===== src/rtl/tt_proj_mux_ctrl_if.sv =====
// Wrapper-side bus of the project-select controller: the broadcast input
// bundle, the one-hot enables and the concatenated wrapper output bundles.
interface tt_proj_mux_ctrl_if #(
  parameter int N_PROJ = 8
);

  // {uio_in, ui_in, rst_n, clk} broadcast to every wrapper
  logic [17:0]            iw;
  // one-hot project enable
  logic [N_PROJ-1:0]      ena;
  // project k drives bits [24k+23:24k] as {uio_oe, uio_out, uo_out}
  logic [24*N_PROJ-1:0]   ow_all;

  // controller side
  modport master (
    output iw,
    output ena,
    input  ow_all
  );

  // wrapper side
  modport slave (
    input  iw,
    input  ena,
    output ow_all
  );

endinterface


===== src/rtl/tt_proj_mux_ctrl.sv =====
// Project-select controller. Broadcasts the pad inputs to every wrapper,
// drives a one-hot enable, and returns the selected wrapper's outputs to the
// pads. Every switch is break-before-make: all projects off for GAP_CYCLES,
// then the new project held in reset for RST_CYCLES before its outputs are
// released to the pads.
module tt_proj_mux_ctrl #(
  parameter int N_PROJ     = 8,
  parameter int ADDR_W     = 3,
  parameter int GAP_CYCLES = 2,
  parameter int RST_CYCLES = 4
) (
  input  logic                clk,
  input  logic                rst_n,
  input  logic                sel_load,
  input  logic [ADDR_W-1:0]   sel_addr,
  input  logic [7:0]          pad_ui_in,
  input  logic [7:0]          pad_uio_in,
  input  logic                pad_user_rst_n,
  tt_proj_mux_ctrl_if.master  wrap,
  output logic [7:0]          pad_uo_out,
  output logic [7:0]          pad_uio_out,
  output logic [7:0]          pad_uio_oe,
  output logic [ADDR_W-1:0]   cur_sel,
  output logic                sel_valid,
  output logic                busy
);

  typedef enum logic [1:0] {
    ST_IDLE = 2'd0,
    ST_GAP  = 2'd1,
    ST_HOLD = 2'd2,
    ST_RUN  = 2'd3
  } state_t;

  // one shared counter times both the GAP and HOLD phases
  localparam int CNT_MAX = (GAP_CYCLES > RST_CYCLES) ? GAP_CYCLES : RST_CYCLES;
  localparam int CNT_W   = $clog2(CNT_MAX + 1);

  localparam logic [CNT_W-1:0]  LP_GAP_LAST = CNT_W'(GAP_CYCLES - 1);
  localparam logic [CNT_W-1:0]  LP_RST_LAST = CNT_W'(RST_CYCLES - 1);
  // one extra bit so N_PROJ == 2^ADDR_W is still representable
  localparam logic [ADDR_W:0]   LP_N_PROJ   = (ADDR_W + 1)'(N_PROJ);

  state_t               r_state;
  logic [CNT_W-1:0]     r_cnt;
  logic [ADDR_W-1:0]    r_cur_sel;
  logic                 r_sel_valid;
  logic [N_PROJ-1:0]    r_ena;
  logic                 r_busy;
  logic                 r_run;

  state_t               w_state_nxt;
  logic [CNT_W-1:0]     w_cnt_nxt;
  logic [ADDR_W-1:0]    w_sel_nxt;
  logic                 w_valid_nxt;
  logic [N_PROJ-1:0]    w_ena_nxt;
  logic                 w_busy_nxt;
  logic                 w_run_nxt;
  logic [23:0]          w_ow_sel;
  logic                 w_proj_rst_n;

  // Decode a project index into its one-hot enable pattern.
  function automatic logic [N_PROJ-1:0] f_onehot(input logic [ADDR_W-1:0] idx);
    logic [N_PROJ-1:0] v;
    v = '0;
    for (int k = 0; k < N_PROJ; k++) begin
      if (idx == ADDR_W'(k)) begin
        v[k] = 1'b1;
      end else begin
        v[k] = 1'b0;
      end
    end
    return v;
  endfunction

  // Next-state, select latch and phase counter; a load always wins.
  always_comb begin
    w_state_nxt = r_state;
    w_cnt_nxt   = r_cnt;
    w_sel_nxt   = r_cur_sel;
    w_valid_nxt = r_sel_valid;
    if (sel_load) begin
      w_sel_nxt   = sel_addr;
      w_valid_nxt = ({1'b0, sel_addr} < LP_N_PROJ);
      w_state_nxt = ST_GAP;
      w_cnt_nxt   = '0;
    end else begin
      case (r_state)
        ST_IDLE: begin
          w_cnt_nxt = '0;
        end
        ST_GAP: begin
          if (r_cnt == LP_GAP_LAST) begin
            w_cnt_nxt   = '0;
            w_state_nxt = r_sel_valid ? ST_HOLD : ST_IDLE;
          end else begin
            w_cnt_nxt = r_cnt + CNT_W'(1);
          end
        end
        ST_HOLD: begin
          if (r_cnt == LP_RST_LAST) begin
            w_cnt_nxt   = '0;
            w_state_nxt = ST_RUN;
          end else begin
            w_cnt_nxt = r_cnt + CNT_W'(1);
          end
        end
        ST_RUN: begin
          w_cnt_nxt = '0;
        end
        default: begin
          w_state_nxt = ST_IDLE;
          w_cnt_nxt   = '0;
        end
      endcase
    end
  end

  // Output decode from the next state so ena/busy/gating land with the state.
  always_comb begin
    w_ena_nxt  = '0;
    w_busy_nxt = 1'b0;
    w_run_nxt  = 1'b0;
    case (w_state_nxt)
      ST_IDLE: begin
        w_ena_nxt = '0;
      end
      ST_GAP: begin
        w_busy_nxt = 1'b1;
      end
      ST_HOLD: begin
        w_busy_nxt = 1'b1;
        if (w_valid_nxt) begin
          w_ena_nxt = f_onehot(w_sel_nxt);
        end else begin
          w_ena_nxt = '0;
        end
      end
      ST_RUN: begin
        if (w_valid_nxt) begin
          w_ena_nxt = f_onehot(w_sel_nxt);
          w_run_nxt = 1'b1;
        end else begin
          w_ena_nxt = '0;
          w_run_nxt = 1'b0;
        end
      end
      default: begin
        w_ena_nxt = '0;
      end
    endcase
  end

  // State, selection and registered output flags; async reset drops ena at once.
  always_ff @(posedge clk or negedge rst_n) begin
    if (!rst_n) begin
      r_state     <= ST_IDLE;
      r_cnt       <= '0;
      r_cur_sel   <= '0;
      r_sel_valid <= 1'b0;
      r_ena       <= '0;
      r_busy      <= 1'b0;
      r_run       <= 1'b0;
    end else begin
      r_state     <= w_state_nxt;
      r_cnt       <= w_cnt_nxt;
      r_cur_sel   <= w_sel_nxt;
      r_sel_valid <= w_valid_nxt;
      r_ena       <= w_ena_nxt;
      r_busy      <= w_busy_nxt;
      r_run       <= w_run_nxt;
    end
  end

  // Pick the selected wrapper's output bundle; no register so video timing holds.
  always_comb begin
    w_ow_sel = 24'h000000;
    for (int k = 0; k < N_PROJ; k++) begin
      if (r_cur_sel == ADDR_W'(k)) begin
        w_ow_sel = wrap.ow_all[k*24 +: 24];
      end else begin
        w_ow_sel = w_ow_sel;
      end
    end
  end

  // Pads are blanked (and bidirectionals tri-stated) unless the project runs.
  always_comb begin
    if (r_run) begin
      pad_uo_out  = w_ow_sel[7:0];
      pad_uio_out = w_ow_sel[15:8];
      pad_uio_oe  = w_ow_sel[23:16];
    end else begin
      pad_uo_out  = 8'h00;
      pad_uio_out = 8'h00;
      pad_uio_oe  = 8'h00;
    end
  end

  // The project sees reset until it is released into RUN.
  assign w_proj_rst_n = r_run ? pad_user_rst_n : 1'b0;

  assign wrap.iw    = {pad_uio_in, pad_ui_in, w_proj_rst_n, clk};
  assign wrap.ena   = r_ena;
  assign cur_sel    = r_cur_sel;
  assign sel_valid  = r_sel_valid;
  assign busy       = r_busy;

endmodule


===== src/flat_wrapper.sv =====
// flat-port wrapper written by rule: the top's interface ports become plain ports
module tt_proj_mux_ctrl_flat 
#(
  parameter int N_PROJ     = 8,
  parameter int ADDR_W     = 3,
  parameter int GAP_CYCLES = 2,
  parameter int RST_CYCLES = 4
)
  (clk, rst_n, sel_load, sel_addr, pad_ui_in, pad_uio_in, pad_user_rst_n, pad_uo_out, pad_uio_out, pad_uio_oe, cur_sel, sel_valid, busy, wrap_iw, wrap_ena, wrap_ow_all);
  tt_proj_mux_ctrl_if #(.N_PROJ(N_PROJ)) wrap_i ();
  input  logic clk;
  input  logic rst_n;
  input  logic sel_load;
  input  logic [ADDR_W-1:0] sel_addr;
  input  logic [7:0] pad_ui_in;
  input  logic [7:0] pad_uio_in;
  input  logic pad_user_rst_n;
  output logic [7:0] pad_uo_out;
  output logic [7:0] pad_uio_out;
  output logic [7:0] pad_uio_oe;
  output logic [ADDR_W-1:0] cur_sel;
  output logic sel_valid;
  output logic busy;
  output wire logic [$bits(wrap_i.iw)-1:0] wrap_iw;
  output wire logic [$bits(wrap_i.ena)-1:0] wrap_ena;
  input wire logic [$bits(wrap_i.ow_all)-1:0] wrap_ow_all;
  assign wrap_iw = wrap_i.iw;
  assign wrap_ena = wrap_i.ena;
  assign wrap_i.ow_all = wrap_ow_all;
  tt_proj_mux_ctrl #(.N_PROJ(N_PROJ), .ADDR_W(ADDR_W), .GAP_CYCLES(GAP_CYCLES), .RST_CYCLES(RST_CYCLES)) u_core (.clk(clk), .rst_n(rst_n), .sel_load(sel_load), .sel_addr(sel_addr), .pad_ui_in(pad_ui_in), .pad_uio_in(pad_uio_in), .pad_user_rst_n(pad_user_rst_n), .wrap(wrap_i), .pad_uo_out(pad_uo_out), .pad_uio_out(pad_uio_out), .pad_uio_oe(pad_uio_oe), .cur_sel(cur_sel), .sel_valid(sel_valid), .busy(busy));
endmodule

===== config.mk =====
export PLATFORM = sky130hd
export DESIGN_NAME = tt_proj_mux_ctrl_flat
export DESIGN_NICKNAME = d
export VERILOG_FILES = /design/src/rtl/tt_proj_mux_ctrl_if.sv /design/src/rtl/tt_proj_mux_ctrl.sv /design/src/flat_wrapper.sv
export SDC_FILE = /design/constraint.sdc
export NUM_CORES = 1
export LEC_CHECK = 0
export ABC_AREA = 1
export CORE_AREA = 2 2 105 107
export DETAILED_ROUTE_END_ITERATION = 8
export DIE_AREA = 0 0 107 109
export HOLD_SLACK_MARGIN = 0.05
export PLACE_DENSITY = 0.79
export SLEW_MARGIN = 0
export SYNTH_ARGS = -nofsm -noshare
export SYNTH_HDL_FRONTEND = slang
export SYNTH_SLANG_ARGS = --single-unit

===== constraint.sdc =====
create_clock -name clk -period 2.14 [get_ports clk]
set_input_delay 0.428 -clock clk [delete_from_list [all_inputs] [get_ports clk]]
set_output_delay 0.428 -clock clk [all_outputs]
set_load 0.01 [all_outputs]

* Word level (Yosys, flattened, before mapping)
Index checks and enable logic that the tools add are counted.
Storage, ports and cells: logic and storage cells 72, flip-flop bits (word level) 19
Cells by class: add/subtract/negate cells 1, equality and inequality tests 22, mux-type cells 36, reduce and logical (&&, ||, !) cells 6
Operators by type and width (count):
- 24-bit 2-to-1 mux | 8
- 8-bit 2-to-1 mux | 5
- 3-bit == test, second input constant | 8
- 3-bit by 2-bit == test with 1-bit output, second input constant | 5
- 1-bit 2-to-1 mux | 13
- 3-bit 2-to-1 mux | 4
- 3-bit by 1-bit == test with 1-bit output, second input constant | 3
- 3-bit one-hot mux with 3 select lines | 1
- 2-bit == test, second input constant | 4
- 2-bit 2-to-1 mux | 4
- 3-bit logical NOT | 2
- 2-bit OR reduction | 3
- 2-bit by 1-bit == test with 1-bit output, second input constant | 2
- 2-bit one-hot mux with 2 select lines | 1
- 3-bit by 1-bit adder with 3-bit output, second input constant | 1
- 2-bit logical NOT | 1

* Longest topological paths before layout
Gate-level depths: netlist of run 1.
depth in word-level cells 10, depth in mapped cells 11

==> results of run 1 <==
-- final timing paths --
| kind | from | endpoint | slack [ns] | cells after the start |
|---|---|---|---|---|
| min in group clk | u_core.r_cnt[0] | u_core.r_cnt[0] | 0.48 | 1 |
| max in group asynchronous | rst_n | u_core.cur_sel[2] | 1.53 | 2 |
| worst min-delay path | rst_n | u_core.busy | 0.40 | 2 |
| worst max register to register | u_core.r_cnt[0] | u_core.wrap.ena[1] | 0.10 | 10 |
| worst min register to register | u_core.r_cnt[0] | u_core.r_cnt[0] | 0.48 | 1 |
| worst max-delay path | u_core.cur_sel[2] | pad_uio_out[3] | -0.31 | 12 |
-- power by group --
group	leakage [nW]	switching, W	internal, W
clock	0.0523	0.000166	0.000267
combinational	2.58	0.000913	0.000977
sequential	0.241	0.0000476	0.000424
total	2.87	0.00113	0.00167
-- sequential cells by signal, summed over array words and instances, names as in the netlist --
| name | cells |
|---|---|
| u_core.wrap.ena | 8 |
| u_core.r_state | 2 |
| u_core.busy | 1 |
| u_core.r_cnt | 3 |
| u_core.r_run | 1 |
| u_core.cur_sel | 3 |
| u_core.sel_valid | 1 |
-- routing by layer --
metal / part of all wire (%) / GRT usage (%) / vias to the layer above / wire length, um
met1: 37 / 26.0 / 1966 / 5570
met3: 8.0 / 5.38 / 29 / 1200
met4: 2.3 / 5.84 / 0 / 337
met2: 53 / 44.8 / 207 / 7870
met5: 0 / 0.446 / - / 0
li1: - / - / 2088 / -
-- cell usage in the layout, fill, tap and decap left out, types with 6 or more instances in the layout --
cell | synthesis | final
buf_12 | 0 | 8
nor2_1 | 102 | 77
nand2_1 | 156 | 142
nor3_4 | 2 | 6
buf_2 | 12 | 20
ha_1 | 9 | 7
buf_6 | 2 | 20
dfrtp_1 | 19 | 17
a21oi_2 | 0 | 15
clkdlybuf4s50_1 | 0 | 212
buf_4 | 20 | 30
nand2_2 | 0 | 13
nand4_1 | 28 | 28
inv_1 | 65 | 62
or2_2 | 6 | 6
nor2_2 | 0 | 16
a21oi_1 | 29 | 13
clkbuf_8 | 0 | 6
nor2_4 | 0 | 9
nand3_1 | 25 | 19
-- cell type report --
| cell class | count | area share [%] |
|---|---|---|
| timing repair buffer | 298 | 49.4 |
| inverter | 72 | 4.96 |
| clock buffer | 7 | 1.50 |
| clock inverter | 1 | 0.0819 |
| multi-input combinational | 376 | 33.3 |
| tap | 140 | 2.87 |
| sequential | 19 | 7.82 |
-- critical path, cell delays in order, from the launching register on --
cell and delay, ns:
dfrtp_2 0.40, buf_6 0.12, inv_6 0.04, buf_12 0.12
nor3_4 0.19, buf_6 0.16, inv_8 0.05, buf_12 0.14
nor2_1 0.13, nor2_1 0.06, nand2_1 0.08, inv_1 0.03
buf_2 0.12
-- metrics by stage --
stage | util [%] | std cells | setup TNS (ns)
6_report | 57.6 | 913 | -5.79
5_1_grt | 57.6 | 913 | -7.80
4_1_cts | 55.0 | 902 | -4.88
3_5_place_dp | 50.7 | 876 | -6.17
3_3_place_gp | 50.7 | 876 | -5.88
2_1_floorplan | - | 505 | 0
-- cell families after synthesis --
family	share of synthesized area, %
and+or+nand+nor	51.2
buffers and inverters	19.2
AOI/OAI and AO/OA	8.03
DFF	17.4
adders and majority gates	4.13
-- what timing repair did --
item	4_1_cts	5_1_grt
buffers inserted	15	12
resized for setup	169	61
hold endpoints to repair	0	0
pin swaps	21	33
setup endpoints to repair	33	32
gates cloned	5	3
==> flow_summary.json, run 1 <==
{
  "p_per_area_mw_per_mm2": 458,
  "fin_skew_ns": 0.00161,
  "drv_slew": 0,
  "first_global_vias": 4113,
  "ir_worst_vdd_mv": 0.728,
  "core_mm2": 0.0106,
  "path_max_fanout": 6,
  "grt_usage_pct": 23.4,
  "avgRoutedWirePerCell_um": 16.4,
  "netlist_top_cells_area": "nand2_1 (21%), dfrtp_1 (17%), nor2_1 (14%), inv_1 (8.9%), nand4_1 (6.4%)",
  "vias": 4290,
  "drc": 0,
  "min_period_ns": 2.45,
  "drv_cap": 0,
  "synth_edf_count": 0,
  "numPortBuffers": 237,
  "rows": 38,
  "cp.arrival_ns": 2.02,
  "final_nets": 998,
  "startpoint_type": "register",
  "critPathCaptureType": "output port",
  "setup_viol": 24,
  "violations": "setup timing",
  "setup_slack_ns": -0.312,
  "cts_tree": "done",
  "relSlewSlack_pct": 71.0,
  "post-layout-total-power_w": 0.00280,
  "synthToLayoutAreaGrowth_pct": 124,
  "syn_avg_cell_area_um2": 5.40,
  "power_leakage_nw": 2.87,
  "die_x_um": 107,
  "hold_buffers": 0,
  "synth.distinct_cells": 23,
  "gp_congestion": 0.886,
  "grt_pass1_wl_um": 21100,
  "clock.fmax_mhz": 408,
  "synth_top_area_share_pct": 21.5,
  "syn_area_mm2": 0.00273,
  "synthTopCellsByCount": "nand2_1 (156), nor2_1 (102), inv_1 (65)",
  "yosysSeqAreaShare_pct": 17.4,
  "post-dp-hpwl_um": 10300,
  "worst-slew-pin-transition_ns": 0.431,
  "yosysTopAreaCell": "nand2_1",
  "initial_core_util_pct": 25.7,
  "hold_violations": 0,
  "dieArea_mm2": 0.0117,
  "syn-num-nets": 729,
  "cts.clk_slew.worst_paths_ns": 0.07,
  "synth_flop_cell": "dfrtp_1",
  "regArea_um2": 478,
  "synth-seq-cells": 19,
  "grt-ovfl-total": 0,
  "required_ns": 1.71,
  "multi_input_comb_area_mm2": 0.00204,
  "syn_inst": 505,
  "n_antenna_cell": 0,
  "fp.dieH_um": 109,
  "drive_above_1_share_pct": 23.8,
  "synth_warnings": 0,
  "async_flop_share_pct": 100,
  "status": "complete, but fails checks",
  "post-route-period-util_pct": 115,
  "ios": 270,
  "dpl_worst_slack_ns": -0.367,
  "place_area_mm2": 0.00538,
  "design_area_mm2": 0.00611,
  "vias_per_cell": 4.70,
  "antenna_left": 0,
  "worstSkewPairLatency_ns": 0.37,
  "rsz0062_at_grt": "yes",
  "antenna_found_initial": 0,
  "wl_um": 15000,
  "dr.pass1.iters": 5,
  "fill_cells": 967,
  "hold_class": "in2async",
  "timing.hold.ws_ns": 0.396,
  "dr.first_iter.drc_count": 345,
  "grt_start_max_net_pins": 20,
  "path_class": "reg2out",
  "synth.most_common_cell": "nand2_1"
}
Power figures use the tool's default switching activity.
==> inputs of run 2 (changes only) <==
Settings changed: GPL_ROUTABILITY_DRIVEN set to 0.
==> results of run 2 <==
No change in the layout: final DEF, timing and power equal those of run 1.
==> inputs of run 3 (changes only) <==
Settings changed: CTS_CLUSTER_DIAMETER set to 150, MAX_ROUTING_LAYER set to met4.
==> flow_summary.json, run 3 (same netlist as run 1, synthesis figures left out) <==
{
  "first_global_vias": 4117,
  "setup_viol": 24,
  "final_nets": 998,
  "grt_start_max_net_pins": 20,
  "fp.dieH_um": 109,
  "critPathCaptureType": "output port",
  "fin_util_pct": 57.6,
  "antenna_found_initial": 0,
  "drv_cap": 0,
  "crit_start": "u_core.cur_sel[2]",
  "p_per_area_mw_per_mm2": 457,
  "ios": 270,
  "cp.arrival_ns": 2.02,
  "min_period_ns": 2.45,
  "grt_pass1_wl_um": 21000,
  "vias": 4270,
  "hold_violations": 0,
  "crit_chain": "buf_6, inv_6, buf_12, nor3_4, buf_6, inv_8, buf_12, nor2_1, nor2_1, nand2_1, inv_1, buf_2",
  "worstSkewPairLatency_ns": 0.36,
  "cts.clk_slew.worst_paths_ns": 0.07,
  "vias_per_cell": 4.68,
  "relSlewSlack_pct": 70.9,
  "drive_above_1_share_pct": 23.8,
  "wl_um": 14900,
  "cpPeakStageDelay_ns": 0.40,
  "final_common_cell": "clkdlybuf4s50_1",
  "required_ns": 1.71,
  "ir_worst_vdd_mv": 0.726,
  "cp_top_family": "buffers and inverters",
  "synthToLayoutAreaGrowth_pct": 124,
  "initial_core_util_pct": 25.7,
  "fin_skew_ns": 0.00187,
  "hold_buffers": 0,
  "status": "complete, but fails checks",
  "avgRoutedWirePerCell_um": 16.3,
  "path_buf_inv": 8,
  "path_class": "reg2out",
  "die_x_um": 107,
  "slowest_stage": "dfrtp_2",
  "rows": 38,
  "rsz0062_at_grt": "yes",
  "core_mm2": 0.0106,
  "drv_slew": 0,
  "startpoint_type": "register",
  "post-dp-hpwl_um": 10300,
  "hold_class": "in2async",
  "path_max_fanout": 6,
  "placedCellCount": 876,
  "drc": 0,
  "final_cell_mix": "clkdlybuf4s50_1 (212), nand2_1 (142), nor2_1 (77)",
  "fin_cells": 913,
  "dieArea_mm2": 0.0117,
  "setup_slack_ns": -0.313,
  "antenna_left": 0,
  "numPortBuffers": 237,
  "cts_tree": "done",
  "r2r_start": "u_core.r_cnt[0]",
  "n_antenna_cell": 0,
  "dr.first_iter.drc_count": 316,
  "dpl_worst_slack_ns": -0.367,
  "largest_reg_flops": 8,
  "worst-slew-pin-transition_ns": 0.432,
  "power_leakage_nw": 2.87,
  "setup_tns_ns": -5.77,
  "clock.fmax_mhz": 408,
  "dr.pass1.iters": 4,
  "post-route-period-util_pct": 115,
  "violations": "setup timing",
  "grt-ovfl-total": 0,
  "grt_usage_pct": 24.1
}
-- run 3: cell counts in the layout (fill, tap and decap cells not counted) --
Identical to the previous run, type by type.
-- run 3: area by class of cell --
type                       count  area (um2)
inverter                      72         303
sequential                    19         478
clock inverter                 1        5.00
tap                          140         175
clock buffer                   7        91.3
timing repair buffer         298        3020
multi-input combinational    376        2040
fill                         967        4490
-- run 3: per-stage QoR --
stage | hold WS, ns | cell area (um2) | power, W
detailed placement | 0.473 | 5380 | 0.00213
global route | 0.434 | 6110 | 0.00300
finish | 0.395 | 6110 | 0.00279
floorplan | 0.132 | 2730 | 0.00127
CTS | 0.411 | 5830 | 0.00264
global placement | 0.455 | 5380 | 0.00212
-- run 3: path summary, 6_finish.rpt --
check / endpoint / cells past startpoint / slack (ns)
setup / recovery: pad_uio_out[3] / 12 / -0.31
hold / removal: u_core.wrap.ena[2] / 2 / 0.40
max in group asynchronous: u_core.cur_sel[2] / 2 / 1.53
min in group clk: u_core.r_cnt[0] / 1 / 0.48
setup reg to reg: u_core.wrap.ena[1] / 10 / 0.09
hold reg to reg: u_core.r_cnt[0] / 1 / 0.48
-- run 3: layer usage --
metal	vias up	wire length, um	track usage, %
met5	-	0	-
met4	0	341	5.84
met3	27	1160	4.36
met2	205	7800	44.8
met1	1947	5620	26.6
li1	2091	-	-
-- run 3: where the power goes --
group / switching, W / internal, W
clock network: 0.000165 / 0.000267
registers: 0.0000472 / 0.000424
logic: 0.000914 / 0.000977
total: 0.00113 / 0.00167
-- run 3: what timing repair did --
item,in CTS,in global routing
endpoints found under the hold margin,0,0
pin swaps,21,33
setup buffers,15,12
gates cloned,5,3
gates resized for setup,169,61
setup endpoints to repair,33,32
